$ cat config.mk
export PLATFORM = sky130hd
export DESIGN_NAME = cdc_hs_tx_fifo_flat
export DESIGN_NICKNAME = d
export VERILOG_FILES = /design/src/rtl/cdc_hs_tx_fifo_if.sv /design/src/rtl/cdc_hs_tx_fifo.sv /design/src/flat_wrapper.sv
export SDC_FILE = /design/constraint.sdc
export NUM_CORES = 1
export LEC_CHECK = 0
export ABC_AREA = 1
export BUFFER_PORTS_ARGS = -buffer_cell sky130_fd_sc_hd__buf_2
export CORE_AREA = 2 2 105 107
export CTS_CLUSTER_SIZE = 12
export DETAILED_ROUTE_END_ITERATION = 8
export DIE_AREA = 0 0 107 109
export HOLD_SLACK_MARGIN = 0.1
export PLACE_DENSITY = 0.59
export SLEW_MARGIN = 40
export SYNTH_ARGS = -nofsm -noshare
export SYNTH_HDL_FRONTEND = slang
export SYNTH_SLANG_ARGS = --single-unit
$ cat constraint.sdc
create_clock -name i_clk -period 3.05 [get_ports i_clk]
set_clock_uncertainty 0.15 [all_clocks]
set_input_delay 0.1525 -clock i_clk [delete_from_list [all_inputs] [get_ports i_clk]]
set_output_delay 0.1525 -clock i_clk [all_outputs]
set_load 0.01 [all_outputs]
$ cat src/rtl/cdc_hs_tx_fifo_if.sv
// Producer-side ready/valid bus and synchronizer-side head/busy bus of the CDC TX buffer.
// Handshake: a word moves on s_* when s_valid & s_ready at the i_clk edge; hs_data is captured
// when hs_valid & ~hs_busy, and hs_busy then stays high until the far side acknowledges.
interface cdc_hs_tx_fifo_if #(
  parameter int DATA_W = 8
);
  logic              s_valid;
  logic [DATA_W-1:0] s_data;
  logic              s_ready;
  logic              hs_valid;
  logic [DATA_W-1:0] hs_data;
  logic              hs_busy;

  // Environment side: producer plus synchronizer.
  modport master (
    output s_valid, s_data, hs_busy,
    input  s_ready, hs_valid, hs_data
  );

  // Buffer side.
  modport slave (
    input  s_valid, s_data, hs_busy,
    output s_ready, hs_valid, hs_data
  );
endinterface

$ cat src/rtl/cdc_hs_tx_fifo.sv
// Source-domain elastic buffer feeding a 2-phase handshake synchronizer, one word per round trip.
// Show-ahead head word; flush discards everything except a pop completing in the same cycle.
module cdc_hs_tx_fifo #(
  parameter int DATA_W   = 8,
  parameter int DEPTH    = 8,
  parameter int AFULL_TH = 6
) (
  input  logic                     i_clk,
  input  logic                     i_rstn,
  input  logic                     i_flush,
  cdc_hs_tx_fifo_if.slave          bus,
  output logic [$clog2(DEPTH):0]   level,
  output logic                     almost_full,
  output logic                     empty,
  output logic [15:0]              sent_cnt
);
  localparam int AW = $clog2(DEPTH);
  localparam logic [AW:0] AFULL_LVL = (AW+1)'(AFULL_TH);

  logic [DATA_W-1:0] mem [DEPTH];
  logic [AW:0]       wr_ptr;
  logic [AW:0]       rd_ptr;
  logic              full;
  logic              push;
  logic              pop;

  assign empty       = (wr_ptr == rd_ptr);
  assign full        = (wr_ptr[AW] != rd_ptr[AW]) && (wr_ptr[AW-1:0] == rd_ptr[AW-1:0]);
  assign level       = wr_ptr - rd_ptr;
  assign almost_full = (level >= AFULL_LVL);

  // s_ready looks only at registered state, so a same-cycle pop never frees a slot for a push.
  assign bus.s_ready  = ~full & ~i_flush;
  assign bus.hs_valid = ~empty;
  assign bus.hs_data  = mem[rd_ptr[AW-1:0]];

  assign push = bus.s_valid & bus.s_ready;
  assign pop  = bus.hs_valid & ~bus.hs_busy;

  always_ff @(posedge i_clk) begin
    if (push) begin
      mem[wr_ptr[AW-1:0]] <= bus.s_data;
    end
  end

  always_ff @(posedge i_clk or negedge i_rstn) begin
    if (!i_rstn) begin
      wr_ptr   <= '0;
      rd_ptr   <= '0;
      sent_cnt <= '0;
    end else begin
      wr_ptr   <= wr_ptr + {{AW{1'b0}}, push};
      sent_cnt <= sent_cnt + 16'(pop);
      // push is blocked during flush, so wr_ptr is already the post-flush write position.
      if (i_flush) begin
        rd_ptr <= wr_ptr;
      end else begin
        rd_ptr <= rd_ptr + {{AW{1'b0}}, pop};
      end
    end
  end
endmodule

$ cat src/flat_wrapper.sv
// flat-port wrapper written by rule: the top's interface ports become plain ports
module cdc_hs_tx_fifo_flat 
#(
  parameter int DATA_W   = 8,
  parameter int DEPTH    = 8,
  parameter int AFULL_TH = 6
)
  (i_clk, i_rstn, i_flush, level, almost_full, empty, sent_cnt, bus_s_valid, bus_s_data, bus_hs_busy, bus_s_ready, bus_hs_valid, bus_hs_data);
  cdc_hs_tx_fifo_if #(.DATA_W(DATA_W)) bus_i ();
  input  logic i_clk;
  input  logic i_rstn;
  input  logic i_flush;
  output logic [$clog2(DEPTH):0] level;
  output logic almost_full;
  output logic empty;
  output logic [15:0] sent_cnt;
  input wire logic [$bits(bus_i.s_valid)-1:0] bus_s_valid;
  input wire logic [$bits(bus_i.s_data)-1:0] bus_s_data;
  input wire logic [$bits(bus_i.hs_busy)-1:0] bus_hs_busy;
  output wire logic [$bits(bus_i.s_ready)-1:0] bus_s_ready;
  output wire logic [$bits(bus_i.hs_valid)-1:0] bus_hs_valid;
  output wire logic [$bits(bus_i.hs_data)-1:0] bus_hs_data;
  assign bus_i.s_valid = bus_s_valid;
  assign bus_i.s_data = bus_s_data;
  assign bus_i.hs_busy = bus_hs_busy;
  assign bus_s_ready = bus_i.s_ready;
  assign bus_hs_valid = bus_i.hs_valid;
  assign bus_hs_data = bus_i.hs_data;
  cdc_hs_tx_fifo #(.DATA_W(DATA_W), .DEPTH(DEPTH), .AFULL_TH(AFULL_TH)) u_core (.i_clk(i_clk), .i_rstn(i_rstn), .i_flush(i_flush), .bus(bus_i), .level(level), .almost_full(almost_full), .empty(empty), .sent_cnt(sent_cnt));
endmodule
### Word-level counts from Yosys, hierarchy flattened

Memory sizes are Yosys's and may differ from the RTL's.
Index checks and enable logic that the tools add are counted.
W data, S select, Z words.

| operators by class | value |
|---|---|
| $add $sub $neg | 4 |
| $mul | 0 |
| div/mod/pow operators | 0 |
| magnitude comparators | 1 |
| equal/unequal tests | 3 |
| shift operators | 0 |
| mux-type cells | 3 |
| bitwise gates (word level) | 7 |
| reductions and logical operators | 1 |

Operator list:

| operator | number |
|---|---|
| $add A16 B1 Y16 | 1 |
| $add A4 B1 Y4 | 2 |
| $eq A4 B4 Y1 | 1 |
| $ge A4 B3 Y1 const B | 1 |
| $mux W4 | 1 |
| $not A1 Y1 | 4 |
| $sub A4 B4 Y4 | 1 |
| $and A1 B1 Y1 | 3 |
| $eq A3 B3 Y1 | 1 |
| $mux W1 | 2 |
| $logic_and A1 B1 Y1 | 1 |
| $ne A1 B1 Y1 | 1 |

| word-level totals | value |
|---|---|
| register bits | 24 |
| bits in latches | 0 |
| RAM bits | 64 |
| memory bits (read-only) | 0 |
| output and inout port bits | 32 |
| memories | 1 |

Memories:

| name | words | bits a word | rd ports | clocked after Yosys merged registers in | wr ports | line | source |
|---|---|---|---|---|---|---|---|
| u_core.mem | 8 | 8 | 1 | 0 | 1 | cdc_hs_tx_fifo.sv:20 | `logic [DATA_W-1:0] mem [DEPTH];` |

### Logic depth before layout (Yosys ltp)

Gate-level depths: netlist of run 1.

| depth | value |
|---|---|
| word-level depth | 7 |
| depth in mapped cells | 13 |

### Least setup slack after synthesis of run 1

Ideal clock, no wire load.

| path | value |
|---|---|
| kind | register to register |
| from | register u_core.rd_ptr[1] |
| to | register u_core.sent_cnt[10] |
| setup time | 0.121 ns |
| arrival time | 2.177 ns |
| required time | 2.779 ns |
| slack | 0.602 ns |
| cell stages (with the launch flop) | 13 |
| path buffers | 1 |
| clock period less this slack | 2.448 ns |
| cells stage by stage | dfrtp_1 > inv_1 > buf_2 > ha_1 > nand3_1 > nor2_1 > nor2_1 > ha_1 > ha_1 > nand3_2 > nor2_4 > nand2_2 > xor2_1 |

| between the ends | value |
|---|---|
| longest elaborated chain between the ends | 4 |

RTL lines:

| element | line | source |
|---|---|---|
| from (decl) | cdc_hs_tx_fifo.sv:22 | `logic [AW:0] rd_ptr;` |
| from (signal assigned) | cdc_hs_tx_fifo.sv:56 | `rd_ptr <= wr_ptr;` |
| from (signal assigned) | cdc_hs_tx_fifo.sv:58 | `rd_ptr <= rd_ptr + {{AW{1'b0}}, pop};` |
| $eq A4 B4 Y1 | cdc_hs_tx_fifo.sv:27 | `assign empty = (wr_ptr == rd_ptr);` |
| named net empty | flat_wrapper.sv:15 | `output logic empty;` |
| $not A1 Y1 | cdc_hs_tx_fifo.sv:34 | `assign bus.hs_valid = ~empty;` |
| $and A1 B1 Y1 | cdc_hs_tx_fifo.sv:38 | `assign pop = bus.hs_valid & ~bus.hs_busy;` |
| $add A16 B1 Y16 | cdc_hs_tx_fifo.sv:53 | `sent_cnt <= sent_cnt + 16'(pop);` |
| to (signal assigned) | cdc_hs_tx_fifo.sv:53 |  |
| to (decl) | cdc_hs_tx_fifo.sv:15 | `output logic [15:0] sent_cnt` |

The timed path passes the listed nets, and every way through them passes these cells.

### Final worst setup path of run 1

| path | value |
|---|---|
| from | register u_core.wr_ptr[0] |
| to | register u_core.sent_cnt[10] |

| between the ends | value |
|---|---|
| longest elaborated chain between the ends | 4 |

RTL lines:

| element | line | source |
|---|---|---|
| from (decl) | cdc_hs_tx_fifo.sv:21 | `logic [AW:0] wr_ptr;` |
| from (signal assigned) | cdc_hs_tx_fifo.sv:52 | `wr_ptr <= wr_ptr + {{AW{1'b0}}, push};` |
| $eq A4 B4 Y1 | cdc_hs_tx_fifo.sv:27 |  |
| $not A1 Y1 | cdc_hs_tx_fifo.sv:34 |  |
| $and A1 B1 Y1 | cdc_hs_tx_fifo.sv:38 |  |
| $add A16 B1 Y16 | cdc_hs_tx_fifo.sv:53 |  |

No other way between the ends.

==> reports/metrics.csv, run 1 <==
metric;value;unit
Antenna diodes;0;
RePlAce Congestion;0.816;
Net Switching;1640;uW
Met3 Routed Length;261;um
start point of the worst hold path;bus_s_valid;
Hold-fix buffers, CTS;11;
internal power;2390;uW
GRT Residual Overflow;0;
area of the multi-input gates;1320;um2
Cells after Synth;446;
Sequential Power Share;39.0;%
DPL Wire Length;5480;um
Initial Utilization;39.1;%
MaxCap Viol Count;0;
reg2reg start;u_core.wr_ptr[0];
pre-CTS setup slack;0.567;ns
Comb pwr share;43.7;%
Placement Rows;38;
die span in y;109;um
Layout Nets;536;
kind of critical path;reg -> reg;
gr usage total;15.3;%
largest net degree at the start of global routing;66;
Final Hold Fails;0;
Yosys warnings;0;
M1 wire length;4040;um
Critical Path Source Type;flop;
Final ANT Viol Nets;0;
Crit Path Max Fanout;7;
layout cells sized above 1;15.5;%
Sink Count;88;
Hold Path Class;in -> reg;
Reg area;2520;um2
root buffer cell;clkbuf_8;
cell leakage power;0.00221;uW
vias in the first global route;2780;
Worst Hold Slack;0.159;ns
synth unique cells;23;
Slew HR;56.3;%
Slew Limit Fails;0;
Mapped Area;4150;um2
register area share after synthesis;60.9;%
reg2reg path depth;11;
fillers;1012;
vias per cell;4.42;
I/O Pins;45;
average cell area after synthesis;9.29;um2
critical path arrival;2.55;ns
Clock Latency Late Sink;0.34;ns
Worst Max-Slew Pin Slew;0.656;ns
Post-CTS Setup Inserts;0;
pwr/cell area;835;nW/um2
Num CTS Buffers;9;
unrepaired setup endpoints after global routing;no;
synth top area cells;edfxtp_1 46%, dfrtp_1 14%, nand2_1 13%;
die footprint;11700;um2
first-pass GRT wire length;13400;um
CTS resizes;0;
Syn Nets;469;
CTS tree;yes;
core area;10600;um2
Max Freq;405;MHz
Final period util;80.9;%
Worst Path Required;3.14;ns
Avg WL per Cell;12.8;um
Total Wirelength;8410;um
IO buf count;44;
vias;2904;
status;finished, final reports clean;
Clock transition at path regs;0.09;ns
min cycle time layout;2.47;ns
DR WL met2;4050;um
Area Overhead vs Synth;16.3;%
Clock H-tree levels;3;
Post-route DRC;0;
WHS Path Cells;4;
CTS max path bufs;2;
leading area contributor after synthesis;edfxtp_1;
synthesized flop and latch total;88;
Worst setup EP type;flop;
initial antenna violation count;0;
Final WS setup;0.582;ns
DRT Pass-1 Iters;4;
total negative setup slack;0;ns
Die X;107;um
Iter 0 DRT Violations;119;
crit path launch;u_core.wr_ptr[0];
Worst VDD drop;0.894;mV
highest routing layer actually used;met4;
Synth top area share;46.4;%
clock group share of total power;17.4;%
Sw Share;40.7;%
# setup viols final;0;
layout by cell type, fill, tap and decap left out, drive strengths merged:
cell type	count
nand2	151
nor2	86
edfxtp	64
inv	57
buf	57
dfrtp	24
nand3	15
dlygate4sd3	11
clkbuf	10
ha	9
xor2	7
o21ai	7
nand4	6
xnor2	5
clkinv	4
a21oi	1
nand3b	1
fa	1
clkinvlp	1
cell usage after synthesis, drive strengths merged:
library cell  number
nor2              86
buf               12
o21ai              7
inv               56
nand3             15
ha                 9
xor2               7
nand4              6
xnor2              5
fa                 1
clkinv             1
nand3b             1
dfrtp             24
nand2            151
a21oi              1
edfxtp            64
through the flow:
step | power, uW | std cells | util (%) | cell area, um2
floorplan | 2820 | 446 | - | 4150
global placement | 3350 | 631 | 42.9 | 4550
detailed placement | 3370 | 631 | 42.9 | 4550
CTS | 4080 | 657 | 45.5 | 4820
global route | 4360 | 657 | 45.5 | 4820
finish | 4030 | 657 | 45.5 | 4820
flip-flops by register name (all words and copies together), names as in the netlist:
register / count
u_core.sent_cnt: 16
u_core.wr_ptr: 4
u_core.mem: 64
u_core.rd_ptr: 4
power groups by stage:
stage               Clock (uW)  Sequential, uW  Combinational (uW)
floorplan                    0            1590                1220
global placement             0            1590                1760
detailed placement           0            1590                1780
CTS                        717            1570                1790
global route               762            1590                2010
finish                     700            1570                1760
per-layer routing:
layer | up-vias | track usage, %
li1 | 1522 | -
met4 | 0 | 3.90
met1 | 1335 | 19.3
met5 | - | 0
met2 | 43 | 26.8
met3 | 4 | 3.35
worst max-delay path, cell delays in order, from the launching register on:
cell and delay, ns:
dfrtp_1 0.44, inv_1 0.17, ha_1 0.27, nand3_1 0.11, nor2_1 0.07, nor2_1 0.15
ha_1 0.22, ha_1 0.22, nand3_2 0.13, nor2_4 0.20, nand2_2 0.07, xor2_1 0.14
cell type report:
cell class	instances	share of cell area, %
Sequential cell	88	52.3
Multi-Input combinational cell	289	27.4
Timing Repair Buffer	68	8.87
Inverter	57	4.44
Tap cell	140	3.63
Clock buffer	10	2.65
Clock inverter	5	0.701
path summary, 6_finish.rpt:
check	endpoint	slack, ns
setup reg to reg	u_core.sent_cnt[10]	0.58
hold reg to reg	u_core.sent_cnt[0]	0.36
setup / recovery	u_core.sent_cnt[10]	0.58
hold / removal	u_core.wr_ptr[0]	0.16
max in group asynchronous	u_core.rd_ptr[0]	2.18
min in group asynchronous	u_core.sent_cnt[5]	0.17
logic make-up (layout without fill, tap and decap cells):
logic type / count (synthesis) / count (layout) / synth area share, %
xor gates and xnor gates: 12 / 12 / 2.54
adders and majority gates: 10 / 10 / 3.20
AOI/OAI and AO/OA: 8 / 8 / 0.966
and+or+nand+nor: 259 / 259 / 25.1
DFF: 88 / 88 / 60.9
buffers and inverters: 69 / 140 / 7.30
Power figures use the tool's default switching activity.
==> run 2: changes to the inputs <==
Settings changed: ABC_AREA 1 to 0, CORE_AREA 2 2 105 107 to 2 2 100 102, DIE_AREA 0 0 107 109 to 0 0 102 104, PLACE_DENSITY 0.59 to 0.6.
Clock period 3.05 ns to 2.45 ns, I/O delays scaled along.
==> run 2 against run 1 <==
Compared with the run above:
- combinational power up 26%
- die area decreased by 9.0%
- count of clock-buffer cells in the layout stayed put
- sequential power grew 24%
- routed wire length decreased by 17%
- critical path depth shrank 5
- clock power up 26%
- synthesized area decreased by 10%
- highest routed layer unchanged
==> reports/metrics.csv, run 2 <==
metric;value;unit;change
max FFs per register;64;;unchanged
CTS tree;yes;;
RePlAce Congestion;0.700;;-14%
root buffer cell;clkbuf_8;;
number of enable flip-flop cells after synthesis;64;;unchanged
register area share after synthesis;67.6;%;+6.8 points
die span in y;104;um;-4.6%
commonest cells after routing, fill and taps aside;64 x edfxtp_1, 44 x buf_2, 32 x nand2_1, 24 x dfrtp_1, 19 x buf_4;;
initial antenna violation count;0;;unchanged
vias in the first global route;2170;;-22%
vias;2138;;-26%
synth unique cells;34;;+48%
Hold Path Class;in -> async;;
GRT Residual Overflow;0;;unchanged
Final period util;93.2;%;
Overall Power;5040;uW;+25%
cell leakage power;0.00180;uW;-19%
Syn Nets;254;;-46%
GR Layer Usage met3;4.37;%;+1.0 points
busiest grt layer;met2;;
Final Non-Filler Cells;451;;-31%
Placed Instances;422;;-33%
Crit Path Max Fanout;19;;+12
IO buf count;44;;unchanged
Initial Utilization;39.1;%;about the same
I/O Pins;45;;unchanged
DRT Pass-1 Iters;4;;unchanged
synthesized flop and latch total;88;;unchanged
fraction of registers with async set/reset;27.3;%;unchanged
Die X;102;um;-4.7%
kind of critical path;reg -> out;;
Worst Max-Slew Pin Slew;0.531;ns;-0.124 ns
Final ANT Viol Nets;0;;unchanged
pwr/cell area;1100;nW/um2;+31%
Final Hold Fails;0;;unchanged
Clock H-tree levels;3;;unchanged
met1 GRT Util;19.8;%;+0.47 points
synth top area cells;edfxtp_1 52%, dfrtp_1 16%, mux4_2 9.7%;;
Slew Limit Fails;0;;unchanged
Sink Count;88;;unchanged
Clock transition at path regs;0.08;ns;about the same
core area;9550;um2;-9.9%
Synth Flop Type;edfxtp_1;;
critical path arrival;2.01;ns;-0.54 ns
# setup viols final;0;;unchanged
Worst Path Required;2.18;ns;-0.96 ns
Max Freq;438;MHz;
Slew HR;64.6;%;+8.3 points
met2 Resource Use GR;22.2;%;-4.6 points
average cell area after synthesis;16.2;um2;+74%
status;finished, final reports clean;;
peak per-stage delay on the critical path;0.57;ns;+0.13 ns
Num CTS Buffers;9;;unchanged
Avg WL per Cell;15.5;um;+21%
Placement Rows;36;;-5.3%
DPL Wire Length;4620;um;-16%
layout cells sized above 1;36.5;%;+21 points
Yosys warnings;0;;unchanged
top-count cell post-synth;edfxtp_1;;
Worst setup EP type;primary output;;
Post-route DRC;0;;unchanged
MaxCap Viol Count;0;;unchanged
unrepaired setup endpoints after global routing;no;;
Antenna diodes;0;;unchanged
largest net degree at the start of global routing;25;;-62%
Area Overhead vs Synth;23.2;%;
Cells after Synth;231;;-48%
most common cell after layout, fill and taps aside;edfxtp_1;;
first-pass GRT wire length;11300;um;-16%
vias per cell;4.74;;+7.3%
slowest stage cell, crit path;fa_1;;
Layout Nets;336;;-37%
Mapped Area;3730;um2;-10%
total negative setup slack;0;ns;unchanged
Cell Chain, Critical Path;buf_6 -> fa_1 -> inv_1 -> a22oi_1 -> o2111ai_1 -> buf_2;;
Synth top area share;51.5;%;+5.1 points
gr usage total;14.3;%;-0.94 points
Iter 0 DRT Violations;112;;-5.9%
min cycle time layout;2.28;ns;
Critical Path Source Type;flop;;
leading area contributor after synthesis;edfxtp_1;;
Clock Latency Late Sink;0.35;ns;about the same
Total Wirelength;6990;um;-17%
die footprint;10600;um2;-9.0%
top cells by count, synth;64 x edfxtp_1, 32 x nand2_1, 24 x dfrtp_1;;
Worst VDD drop;0.542;mV;-39%
CTS max path bufs;2;;unchanged
-- run 2: changes by cell type in the layout (fill, tap and decap cells not counted), moves of 4 or more --
cell	previous run	this run
nand2_1	147	32
inv_1	56	9
buf_4	13	19
xnor2_1	5	11
nor2_1	83	8
ha_1	9	5
mux4_2	0	16
-- run 2: timing repair --
action,4_1_cts,5_1_grt
hold buffers,12,0
setup endpoints to repair,0,7
gates resized for setup,0,5
endpoints found under the hold margin,94,0
buffers inserted,0,1
-- run 2: final timing paths --
kind                                     startpoint             endpoint  slack (ns)  depth (start not counted)
worst max-delay path               u_core.rd_ptr[1]          almost_full        0.17                          6
worst min-delay path                         i_rstn   u_core.sent_cnt[9]        0.13                          2
worst max register to register     u_core.wr_ptr[0]  u_core.sent_cnt[15]        0.22                         10
worst min register to register  u_core.sent_cnt[15]  u_core.sent_cnt[15]        0.32                          1
max in group asynchronous                    i_rstn     u_core.rd_ptr[2]        1.66                          2
min in group i_clk              u_core.sent_cnt[15]  u_core.sent_cnt[15]        0.32                          1
-- run 2: cell type report --
cell class | instances | area [um2]
Sequential cell | 88 | 2520
Inverter | 11 | 42.5
Clock buffer | 10 | 128
Clock inverter | 6 | 43.8
Tap cell | 133 | 166
Timing Repair Buffer | 76 | 494
Fill cell | 868 | 4950
Multi-Input combinational cell | 127 | 1200
-- run 2: per-layer routing --
layer,wire (um),up-vias
li1,-,1017
met1,3150,1065
met2,3380,50
met3,398,6
met4,61,0
met5,0,-
-- run 2: worst max-delay path, delay by kind of cell, from the launching register on --
| family | cells | cell delay (ns) |
|---|---|---|
| AO/OA/AOI/OAI | 2 | 0.29 |
| adder cells (fa/ha/maj) | 1 | 0.57 |
| buffers and inverters | 3 | 0.40 |
| flip-flops | 1 | 0.41 |
-- run 2: power by group --
group	internal, uW	total (uW)	switching [uW]
registers	1810	1950	135
clock network	372	880	508
logic	1050	2210	1160
-- run 2: logic make-up (layout without fill, tap and decap cells) --
group / count (synthesis) / in the layout / synth area share [%]
compound gates: 8 / 8 / 1.95
mux: 18 / 18 / 10.3
flops: 88 / 88 / 67.6
fa+ha+maj: 10 / 10 / 3.55
buf+inv: 16 / 103 / 2.11
simple gates: 70 / 70 / 9.39
xor+xnor: 21 / 21 / 5.13
-- run 2: metrics by stage --
step           hold slack [ns]  cell area, um2  setup WS (ns)  util, %
2_1_floorplan           -0.323            3790       -0.00643        -
3_3_place_gp          -0.00426            4270          0.149     44.7
3_5_place_dp           -0.0111            4270         0.0872     44.7
4_1_cts                  0.145            4560         0.0653     47.8
5_1_grt                  0.160            4600       0.000151     48.1
6_report                 0.128            4600          0.168     48.1
==> run 3: changes to the inputs <==
Settings changed: ABC_AREA 0 to unset, CORE_AREA 2 2 100 102 to 2 2 90 92, DIE_AREA 0 0 102 104 to 0 0 92 94, PLACE_DENSITY 0.6 to 0.71.
==> run 3 against run 2 <==
Compared with the run above:
- clock power hardly changed
- critical endpoint unchanged
- via count is 0.33% higher
- design area is 1.3% lower
- worst setup slack worse by 0.041 ns
- highest routed layer unchanged
- worst hold slack worse by 0.0092 ns
==> reports/metrics.csv, run 3 (synthesis results as in run 2) <==
metric;value;unit;change
crit path launch;u_core.wr_ptr[0];;
Sequential Power Share;39.0;%;+0.4 points
Hold Path Class;in -> async;;
Max Freq;430;MHz;-1.8%
min cycle time layout;2.32;ns;+0.0409 ns
status;finished, final reports clean;;
DPL Wire Length;4490;um;-2.8%
peak per-stage delay on the critical path;0.51;ns;-0.06 ns
total negative setup slack;0;ns;unchanged
Sink Count;88;;unchanged
critical path arrival;2.05;ns;+0.04 ns
MaxCap Viol Count;0;;unchanged
most common cell after layout, fill and taps aside;edfxtp_1;;
IO buf count;44;;unchanged
Layout Nets;332;;-1.2%
pwr/cell area;1110;nW/um2;+1.5%
initial antenna violation count;0;;unchanged
Placed Instances;387;;-8.3%
Num CTS Buffers;9;;unchanged
die footprint;8650;um2;-18%
utilization after layout;59.6;%;+11 points
Final Hold Fails;0;;unchanged
internal power;3230;uW;about the same
reg2reg path depth;10;;unchanged
Cell Chain, Critical Path;inv_1 -> ha_1 -> fa_1 -> inv_1 -> a22oi_1 -> o2111ai_1 -> buf_2;;
WP depth;7;;+1
Iter 0 DRT Violations;92;;-18%
Clock H-tree levels;3;;unchanged
# setup viols final;0;;unchanged
Antenna diodes;0;;unchanged
Placement Rows;32;;-11%
Post-route DRC;0;;unchanged
Avg WL per Cell;16.6;um;+6.9%
layout cells sized above 1;35.8;%;-0.70 points
Worst setup EP type;primary output;;
Worst Max-Slew Pin Slew;0.540;ns;+0.00806 ns
vias per cell;5.17;;+9.0%
clock group share of total power;17.4;%;about the same
Die X;92;um;-9.8%
Slew HR;64.0;%;-0.54 points
WP buf/inv;3;;unchanged
r2r endpoint;u_core.sent_cnt[15];;
I/O Pins;45;;unchanged
Worst Path Required;2.18;ns;about the same
root buffer cell;clkbuf_8;;
fillers;616;;-29%
CP endpoint;almost_full;;
Worst VDD drop;0.690;mV;+27%
die span in y;94;um;-9.6%
Final Non-Filler Cells;415;;-8.0%
cell leakage power;0.00178;uW;-1.0%
reg2reg start;u_core.wr_ptr[0];;
vias;2145;;+0.33%
Final period util;94.8;%;+1.7 points
gr usage total;17.5;%;+3.1 points
commonest cells after routing, fill and taps aside;64 x edfxtp_1, 44 x buf_2, 32 x nand2_1, 24 x dfrtp_1, 16 x mux4_2;;
cell family with most CP delay;adder cells;;
Sw Share;36.0;%;+0.17 points
RePlAce Congestion;0.764;;+9.1%
unrepaired setup endpoints after global routing;no;;
Clock Latency Late Sink;0.36;ns;about the same
Final ANT Viol Nets;0;;unchanged
Total Wirelength;6870;um;-1.6%
max FFs per register;64;;unchanged
Area Overhead vs Synth;21.6;%;
Critical Path Source Type;flop;;
DRT Pass-1 Iters;6;;+2
kind of critical path;reg -> out;;
Clock transition at path regs;0.09;ns;about the same
largest net degree at the start of global routing;25;;unchanged
CTS tree;yes;;
Comb pwr share;43.6;%;-0.3 points
core area;7610;um2;-20%
slowest stage cell, crit path;fa_1;;
Critical Path Most Common Cell;inv_1;;
Initial Utilization;49.0;%;+10 points
reg-to-reg slack, setup;0.19;ns;-0.03 ns
Net Switching;1820;uW;+0.62%
vias in the first global route;2164;;-0.28%
GRT Residual Overflow;0;;unchanged
first-pass GRT wire length;11000;um;-3.1%
CTS max path bufs;2;;unchanged
Crit Path Max Fanout;3;;-16
Slew Limit Fails;0;;unchanged
==> run 3: power groups by stage <==
| stage | Sequential [uW] | Clock, uW | Combinational [uW] |
|---|---|---|---|
| final | 1970 | 878 | 2200 |
| after global routing | 1990 | 959 | 2420 |
| after CTS | 1960 | 902 | 2180 |
| after detailed placement | 1990 | 0 | 2160 |
| after global placement | 1970 | 0 | 2150 |
| after floorplan | 2010 | 0 | 1450 |
==> run 3: worst min-delay path by stage <==
stage | startpoint | end | slack [ns] | cells past startpoint
2_1_floorplan | i_rstn | u_core.rd_ptr[0] | -0.32 | 0
3_3_place_gp | i_rstn | u_core.sent_cnt[12] | -0.01 | 1
3_5_place_dp | i_rstn | u_core.sent_cnt[11] | -0.009 | 1
4_1_cts | i_rstn | u_core.sent_cnt[11] | 0.12 | 2
5_1_grt | i_rstn | u_core.sent_cnt[12] | 0.18 | 2
6_report | i_rstn | u_core.sent_cnt[11] | 0.12 | 2
==> run 3: through the flow <==
step / instance area [um2] / worst slack [ns] / hold WS (ns) / total power (uW)
after CTS: 4490 / 0.0519 / 0.120 / 5040
after global placement: 4200 / 0.181 / -0.0105 / 4120
final: 4540 / 0.127 / 0.118 / 5050
after floorplan: 3790 / -0.00643 / -0.323 / 3470
after global routing: 4540 / 0.0229 / 0.182 / 5380
after detailed placement: 4200 / 0.0713 / -0.00853 / 4150
==> run 3: layout make-up <==
class | count | area (um2) | share of cell area, %
timing repair buffer | 72 | 464 | 10.2
clock inverter | 6 | 45.0 | 0.993
tap | 102 | 128 | 2.81
multi-input combinational | 127 | 1210 | 26.7
sequential | 88 | 2520 | 55.6
clock buffer | 9 | 124 | 2.73
inverter | 11 | 42.5 | 0.938
==> run 3: layer usage <==
metal / vias up / wire length [um] / GRT usage [%]
met2: 58 / 3410 / 28.9
met5: - / 0 / 0
met1: 1072 / 3020 / 22.2
met4: 0 / 109 / 6.72
met3: 11 / 336 / 4.74
li1: 1004 / - / -
==> run 3: repair_timing <==
| item | CTS | global route |
|---|---|---|
| hold buffers | 12 | 0 |
| resized for setup | 0 | 5 |
| buffers inserted | 0 | 1 |
| endpoints found under the hold margin | 94 | 0 |
| setup endpoints to repair | 0 | 7 |
